## src/rtl/kbd_spi_matrix.sv

```systemverilog
// kbd_spi_matrix
// SPI slave receiving keyboard matrix frames from the USB/PS2/SEGA-GP
// controller and serving ZX port #FE half-row reads on KD.
// Frame layout (MSB first): byte0 = flags, bytes1..ROWS = rows 0..ROWS-1,
// and with KBD_SPI_JOY_EN defined, one trailing Kempston joystick byte.
// Optional feature macro: KBD_SPI_JOY_EN (adds JOY output, 80-bit frames).
// ROWS must not exceed 8, one row per A[15:8] line.

module kbd_spi_matrix #(
    parameter int          ROWS       = 8,
    parameter logic [7:0]  FLAG_RESET = 8'h00
) (
    input  logic       CLK_14MHZ,
    input  logic       RESET,
    input  logic       KBD_CS,
    input  logic       KBD_CLK,
    input  logic       KBD_DI,
    input  logic [7:0] A_HI,
    output logic [4:0] KD,
    output logic [7:0] FLAGS,
    output logic       FRAME_STB,
    output logic       FRAME_ERR
`ifdef KBD_SPI_JOY_EN
    ,
    output logic [4:0] JOY
`endif
);

`ifdef KBD_SPI_JOY_EN
    localparam int FRAME_BITS = (ROWS + 2) * 8;
`else
    localparam int FRAME_BITS = (ROWS + 1) * 8;
`endif
    localparam int                CNT_W     = $clog2(FRAME_BITS + 1);
    localparam logic [CNT_W-1:0]  FRAME_LEN = CNT_W'(FRAME_BITS);

    typedef enum logic [1:0] {
        ST_IDLE,
        ST_SHIFT,
        ST_OVER
    } state_t;

    state_t state;
    state_t state_next;

    logic cs_s1, cs_s2, cs_s3;
    logic clk_s1, clk_s2, clk_s3;
    logic di_s1, di_s2;

    logic cs_fall, cs_rise, clk_rise;

    logic [CNT_W-1:0]      bit_cnt;
    logic [FRAME_BITS-1:0] shift_reg;

    logic cnt_clr;
    logic shift_en;
    logic do_commit;
    logic do_err;

    logic [ROWS-1:0][4:0] matrix;
    logic [4:0]           kd_acc;

    // Bring the asynchronous SPI pins into the CLK_14MHZ domain; the third
    // stage on CS and CLK gives a previous value for edge detection.
    always_ff @(posedge CLK_14MHZ) begin
        if (RESET) begin
            cs_s1  <= 1'b1;
            cs_s2  <= 1'b1;
            cs_s3  <= 1'b1;
            clk_s1 <= 1'b0;
            clk_s2 <= 1'b0;
            clk_s3 <= 1'b0;
            di_s1  <= 1'b1;
            di_s2  <= 1'b1;
        end else begin
            cs_s1  <= KBD_CS;
            cs_s2  <= cs_s1;
            cs_s3  <= cs_s2;
            clk_s1 <= KBD_CLK;
            clk_s2 <= clk_s1;
            clk_s3 <= clk_s2;
            di_s1  <= KBD_DI;
            di_s2  <= di_s1;
        end
    end

    assign cs_fall  =  cs_s3 & ~cs_s2;
    assign cs_rise  = ~cs_s3 &  cs_s2;
    assign clk_rise = ~clk_s3 & clk_s2;

    // Frame state register.
    always_ff @(posedge CLK_14MHZ) begin
        if (RESET) begin
            state <= ST_IDLE;
        end else begin
            state <= state_next;
        end
    end

    // Next-state and control decode; a CS edge always wins over a CLK edge
    // seen in the same cycle, and a CS fall anywhere restarts the frame.
    always_comb begin
        state_next = state;
        cnt_clr    = 1'b0;
        shift_en   = 1'b0;
        do_commit  = 1'b0;
        do_err     = 1'b0;
        case (state)
            ST_IDLE: begin
                if (cs_fall) begin
                    state_next = ST_SHIFT;
                    cnt_clr    = 1'b1;
                end
            end
            ST_SHIFT: begin
                if (cs_fall) begin
                    state_next = ST_SHIFT;
                    cnt_clr    = 1'b1;
                end else if (cs_rise) begin
                    state_next = ST_IDLE;
                    if (bit_cnt == FRAME_LEN) begin
                        do_commit = 1'b1;
                    end else begin
                        do_err = 1'b1;
                    end
                end else if (clk_rise) begin
                    if (bit_cnt == FRAME_LEN) begin
                        state_next = ST_OVER;
                    end else begin
                        shift_en = 1'b1;
                    end
                end
            end
            ST_OVER: begin
                if (cs_fall) begin
                    state_next = ST_SHIFT;
                    cnt_clr    = 1'b1;
                end else if (cs_rise) begin
                    state_next = ST_IDLE;
                    do_err     = 1'b1;
                end
            end
            default: begin
                state_next = ST_IDLE;
            end
        endcase
    end

    // Bit counter and receive shift register (MSB first into the LSB end).
    always_ff @(posedge CLK_14MHZ) begin
        if (RESET) begin
            bit_cnt   <= '0;
            shift_reg <= '0;
        end else if (cnt_clr) begin
            bit_cnt <= '0;
        end else if (shift_en) begin
            shift_reg <= {shift_reg[FRAME_BITS-2:0], di_s2};
            bit_cnt   <= bit_cnt + CNT_W'(1);
        end
    end

    // Committed state: the whole frame lands in one clock so the CPU never
    // sees a half-updated matrix; strobes are single-cycle pulses.
    always_ff @(posedge CLK_14MHZ) begin
        if (RESET) begin
            matrix    <= '1;
            FLAGS     <= FLAG_RESET;
            FRAME_STB <= 1'b0;
            FRAME_ERR <= 1'b0;
`ifdef KBD_SPI_JOY_EN
            JOY       <= 5'b00000;
`endif
        end else begin
            FRAME_STB <= do_commit;
            FRAME_ERR <= do_err;
            if (do_commit) begin
                FLAGS <= shift_reg[FRAME_BITS-1 -: 8];
                for (int r = 0; r < ROWS; r++) begin
                    matrix[r] <= shift_reg[FRAME_BITS-16-8*r +: 5];
                end
`ifdef KBD_SPI_JOY_EN
                JOY <= shift_reg[4:0];
`endif
            end
        end
    end

    // Half-row read: AND together every row whose address line is low.
    always_comb begin
        kd_acc = 5'b11111;
        for (int r = 0; r < ROWS; r++) begin
            if (!A_HI[r]) begin
                kd_acc = kd_acc & matrix[r];
            end
        end
    end

    assign KD = kd_acc;

endmodule

```

## config.mk

```make
export PLATFORM = sky130hd
export DESIGN_NAME = kbd_spi_matrix
export DESIGN_NICKNAME = d
export VERILOG_FILES = /design/src/rtl/kbd_spi_matrix.sv
export SDC_FILE = /design/constraint.sdc
export NUM_CORES = 1
export LEC_CHECK = 0
export BUFFER_PORTS_ARGS = -buffer_cell sky130_fd_sc_hd__buf_4
export CAP_MARGIN = 20
export CELL_PAD_IN_SITES_DETAIL_PLACEMENT = 1
export CELL_PAD_IN_SITES_GLOBAL_PLACEMENT = 1
export CORE_MARGIN = 2
export CORE_UTILIZATION = 49
export DETAILED_ROUTE_END_ITERATION = 7
export HOLD_SLACK_MARGIN = 0.05
export PLACE_DENSITY_LB_ADDON = 0.05
export SLEW_MARGIN = 20
export SYNTH_ARGS = -nofsm -noshare
export SYNTH_HDL_FRONTEND = slang
export SYNTH_SLANG_ARGS = --single-unit
```

## constraint.sdc

```tcl
create_clock -name CLK_14MHZ -period 4 [get_ports CLK_14MHZ]
set_input_delay 1 -clock CLK_14MHZ [delete_from_list [all_inputs] [get_ports CLK_14MHZ]]
set_output_delay 1 -clock CLK_14MHZ [all_outputs]
set_load 0.005 [all_outputs]
```

==> results.yml, run 1 <==
detailed_routing:
  dr.pass1.iters: 5
  ant_nets: 0
  viasPerCell: 5.43
  drc_errors: 0
  drtIter0Drc: 270
  num_vias: 4288
  wirelength_um: 12600
  wl_per_cell_um: 16.0
die:
  coreArea_mm2: 0.0103
  dieArea_mm2: 0.0115
  die_w_um: 107
  rows: 37
  die_y_um: 107
  ioPinCount: 28
  initial_utilization: 0.505
cells_and_area:
  nets: 662
  largest_register_ffs: 72
  syn_to_final_growth_pct: 16.7
  num_antenna_cells: 0
  multi_input_area_mm2: 0.00221
  drive_gt1_frac: 0.106
  fill_cells: 1258
  regArea_mm2: 0.00278
timing:
  rsz0062_at_grt: "no"
  layout_setup_ws_ns: 1.29
  fin_crit_ns: 2.71
  fin_skew_ns: 0.00642
  hold_viol: 0
  tns_ns: 0
  period_share: 0.677
  setup_viol_count_final: 0
  worstMarginPinSlew_ns: 0.806
  whs_ns: 0.413
  slew_headroom: 0.463
  slew_violations: 0
  max_freq_mhz: 369
setup_path:
  crit_arrival_ns: 1.71
  crit_family: "simple AND/OR/NAND/NOR gates"
  worst-path-max-fanout: 5
  cp.required_ns: 3.00
  critPathKind: "in -> out"
  worst_path_most_repeated_cell: "buf_4"
  cp-start-kind: "input pin"
  max_stage_delay_ns: 0.35
  slowest_stage: "nor4_1"
  crit_chain: "buf_4 -> o22ai_1 -> nor4_1 -> buf_4"
  worst-path-buf-inv: 2
  endpoint_kind: "output port"
synth:
  synth_warnings: 0
  synth_edf_count: 0
  syn_area_per_cell_um2: 8.21
  synth.area.top_cells: "dfxtp_1 (53%), a21oi_1 (11%), nand2_1 (11%), nor3_1 (4.1%), nor2_1 (3.8%)"
  ys_seq_area_frac: 0.533
  synth_nets: 657
  syn-cell-area_mm2: 0.00522
  synth_top_flop_cell: "dfxtp_1"
  async_flop_share: 0
  synthCells: 635
  ys_types: 36
  ys_seq_elements: 139
  synth_top_area_frac: 0.533
  synth.largest_area_cell: "dfxtp_1"
global_routing:
  grtUsageTotal: 0.235
  gr-total-overflow: 0
  grt_use_met1: 0.282
  antenna_found_initial: 0
  grt_pass1_wl_um: 21100
  grtUsageMet3: 0.0559
  grt_start_max_net_pins: 135
  groute.layer.met2.usage: 0.407
  top_usage_layer: "met2"
  first_global_vias: 4305
cts:
  clock-sinks: 139
  postCtsResizedCells: 0
  post-cts-setup-buffers: 0
  clkLatencyLatePin_ns: 0.51
  clk_path_buf_depth: 2
  cts_hold_buffers: 0
  cts.clk_slew.worst_paths_ns: 0.06
  root_buffer: "clkbuf_8"
  numCtsBuffers: 17
  htreeDepth: 4
  tritoncts: "done"
place:
  dp_slack_ns: 1.30
  port_buffers: 27
  hpwlAfterDp_um: 7620
  routabilityCongestion: 0.810
min_path:
  hold_class: "reg -> reg"
power:
  power_leakage_nw: 2.18
  ir_drop_uv: 330
  power_density_mw_per_mm2: 511
flow_run:
  maxCapViolCount: 0
outcome:
  status: "finished clean"
[path summary, 6_finish.rpt]
| kind | from | to | slack [ns] | cells after the start |
|---|---|---|---|---|
| min | cs_s1 | cs_s2 | 0.41 | 1 |
| max reg2reg | bit_cnt[0] | shift_reg[67] | 1.39 | 7 |
| max | A_HI[6] | KD[0] | 1.29 | 4 |
| min reg2reg | cs_s1 | cs_s2 | 0.41 | 1 |
[worst reg2reg max path: stages (launching register included)]
cell,delay [ns]
dfxtp_1,0.35
inv_1,0.08
ha_1,0.13
nor2b_1,0.42
a211o_2,0.76
buf_4,0.46
nand2_1,0.13
a21oi_1,0.20
[placed cells by master, fill, tap and decap left out, types with 5 or more instances in the layout]
| master | count |
|---|---|
| nor2_1 | 53 |
| or2_2 | 5 |
| mux2i_1 | 8 |
| nor4_1 | 5 |
| buf_4 | 29 |
| clkbuf_8 | 5 |
| ha_1 | 9 |
| o22ai_1 | 20 |
| nor2b_1 | 6 |
| clkbuf_16 | 16 |
| dfxtp_1 | 139 |
| nand2_1 | 150 |
| inv_1 | 8 |
| nor3_1 | 43 |
| a21oi_1 | 115 |
[where the power goes]
| group | switching (mW) | internal (mW) |
|---|---|---|
| sequential | 0.00258 | 1.39 |
| clock | 0.572 | 1.08 |
| combinational | 0.0463 | 0.0189 |
| total | 0.621 | 2.49 |
[stage by stage]
| stage | utilization | power (mW) | cell area [um^2] | instances |
|---|---|---|---|---|
| finish | 0.590 | 3.11 | 6090 | 789 |
| global route | 0.590 | 3.22 | 6090 | 789 |
| CTS | 0.590 | 3.14 | 6090 | 789 |
| detailed placement | 0.528 | 1.49 | 5460 | 757 |
| global placement | 0.528 | 1.48 | 5460 | 757 |
| floorplan | - | 1.46 | 5220 | 635 |
[per-layer routing]
layer / share of wire / up-vias
met1: 0.44 / 2059
met5: 0 / -
met4: 0.012 / 0
met2: 0.53 / 44
met3: 0.024 / 15
li1: - / 2170
[cells in the mapped netlist, drive strengths merged (2+ instances only)]
library cell	instances
a21oi	115
buf	18
clkbuf	27
dfxtp	139
ha	9
inv	8
mux2i	8
nand2	150
nand3	3
nand4	3
nor2	53
nor2b	6
nor3	43
nor4	5
nor4b	2
o22ai	20
o2bb2ai	2
or2	5
xnor2	4
[kinds of logic (layout without fill, tap and decap cells)]
kind of cell,count (synthesis),count (layout),share of synthesized area
simple gates,278,278,0.230
buf+inv,53,71,0.0446
mux,8,8,0.0154
flops,139,139,0.533
xor+xnor,4,4,0.00672
compound gates,144,144,0.148
fa+ha+maj,9,9,0.0216
[area by class of cell]
class / instances / share of cell area
repair buffers: 31 / 0.0423
clock inverters: 9 / 0.0259
flip-flops and latches: 139 / 0.457
well taps: 136 / 0.0279
multi-input cells: 443 / 0.364
inverters: 8 / 0.00493
clock buffers: 23 / 0.0783
(Power assumes the default switching activity.)
==> run 2, diff against run 1 <==
--- a/config.mk
+++ b/config.mk
@@ -10,7 +10,7 @@
 export CELL_PAD_IN_SITES_DETAIL_PLACEMENT = 1
 export CELL_PAD_IN_SITES_GLOBAL_PLACEMENT = 1
 export CORE_MARGIN = 2
-export CORE_UTILIZATION = 49
+export CORE_UTILIZATION = 45
 export DETAILED_ROUTE_END_ITERATION = 7
 export HOLD_SLACK_MARGIN = 0.05
 export PLACE_DENSITY_LB_ADDON = 0.05
==> constraint.sdc (replaced) <==
create_clock -name CLK_14MHZ -period 2.5 [get_ports CLK_14MHZ]
set_input_delay 0.625 -clock CLK_14MHZ [delete_from_list [all_inputs] [get_ports CLK_14MHZ]]
set_output_delay 0.625 -clock CLK_14MHZ [all_outputs]
set_load 0.005 [all_outputs]
==> results.yml, run 2 (same netlist as run 1, synthesis figures left out) <==
timing:
  slew_violations: 0
  period_share: 0.829
  max_freq_mhz: 483
  slew_headroom: 0.688
  setup_viol_count_final: 0
  fin_skew_ns: 0.00744
  worstMarginPinSlew_ns: 0.467
  hold_viol: 0
  tns_ns: 0
  layout_setup_ws_ns: 0.428
  fin_crit_ns: 2.07
  rsz0062_at_grt: "no"
cells_and_area:
  final_common_cell: "nand2_1"
  largest_register_ffs: 72
  syn_to_final_growth_pct: 18.1
  fill_cells: 1384
  num_antenna_cells: 0
  layout_common_cells: "nand2_1 (150), dfxtp_1 (139), a21oi_1 (115)"
  nets: 664
  final_area_mm2: 0.00616
  drive_gt1_frac: 0.111
  post-route-util: 0.542
detailed_routing:
  num_vias: 4302
  dr.pass1.iters: 4
  viasPerCell: 5.39
  wl_per_cell_um: 15.5
  ant_nets: 0
  drc_errors: 0
  drtIter0Drc: 284
  wirelength_um: 12400
power:
  power_leakage_nw: 2.21
  power_density_mw_per_mm2: 822
  ir_drop_uv: 558
cts:
  htreeDepth: 4
  cts_hold_buffers: 0
  post-cts-setup-buffers: 0
  clock-sinks: 139
  root_buffer: "clkbuf_16"
  cts.clk_slew.worst_paths_ns: 0.06
  postCtsResizedCells: 0
  tritoncts: "done"
  numCtsBuffers: 17
  clk_path_buf_depth: 2
  clkLatencyLatePin_ns: 0.42
setup_path:
  max_stage_delay_ns: 0.44
  critPathKind: "reg -> reg"
  worst-path-max-fanout: 28
  cp-start-kind: "flop"
  crit_arrival_ns: 2.36
  cp.required_ns: 2.79
  slowest_stage: "a211o_2"
  crit_chain: "inv_1 -> ha_1 -> nand4bb_1 -> a211o_2 -> buf_4 -> o21ai_0 -> a21oi_1"
  endpoint_kind: "flop"
die:
  initial_utilization: 0.459
  rows: 39
  dieArea_mm2: 0.0125
  die_w_um: 112
  die_y_um: 112
  ioPinCount: 28
  coreArea_mm2: 0.0114
global_routing:
  antenna_found_initial: 0
  grtUsageTotal: 0.208
  grt_start_max_net_pins: 108
  first_global_vias: 4261
  gr-total-overflow: 0
  grt_pass1_wl_um: 20800
place:
  hpwlAfterDp_um: 7700
  routabilityCongestion: 0.900
  place_area_mm2: 0.00550
  port_buffers: 27
  dp_slack_ns: 0.421
flow_run:
  maxCapViolCount: 0
min_path:
  hold_class: "in -> reg"
outcome:
  status: "finished clean"
==> run 2: area by class of cell <==
cell class | count | area (um^2) | share of cell area
clock inverters | 10 | 160 | 0.0260
repair buffers | 33 | 298 | 0.0484
inverters | 8 | 30.0 | 0.00488
multi-input cells | 443 | 2210 | 0.360
clock buffers | 22 | 494 | 0.0803
well taps | 143 | 179 | 0.0291
flip-flops and latches | 139 | 2780 | 0.452
==> run 2: metal layers <==
layer / wire length [um] / GRT usage
met4: 278 / 0.0749
met5: 0 / 0
met3: 296 / 0.0604
met1: 5630 / 0.254
met2: 6170 / 0.352
==> run 2: path summary, 6_finish.rpt <==
| check | from | endpoint | slack, ns | cells after the start |
|---|---|---|---|---|
| worst max register to register | cs_s2 | bit_cnt[2] | 0.43 | 7 |
| worst min register to register | cs_s1 | cs_s2 | 0.42 | 1 |
| worst max-delay path | cs_s2 | bit_cnt[2] | 0.43 | 7 |
| worst min-delay path | KBD_DI | di_s1 | 0.40 | 2 |
==> run 2: power breakdown <==
group          switching, mW  internal, mW
combinational         0.0730        0.0321
sequential           0.00361          2.22
clock                  0.930          1.80
total                   1.01          4.06
==> run 2: through the flow <==
step,hold WS [ns],instances,power (mW)
detailed placement,0.395,766,2.38
CTS,0.381,798,5.12
global route,0.390,798,5.23
finish,0.396,798,5.06
global placement,0.394,766,2.38
floorplan,0.389,635,2.34
==> run 2: worst max-delay path: cells and delay by family, from the launching register on <==
family          cells  cell delay (ns)
compound gates      3             0.71
flops               1             0.37
simple gates        1             0.33
buf+inv             2             0.30
fa+ha+maj           1             0.23
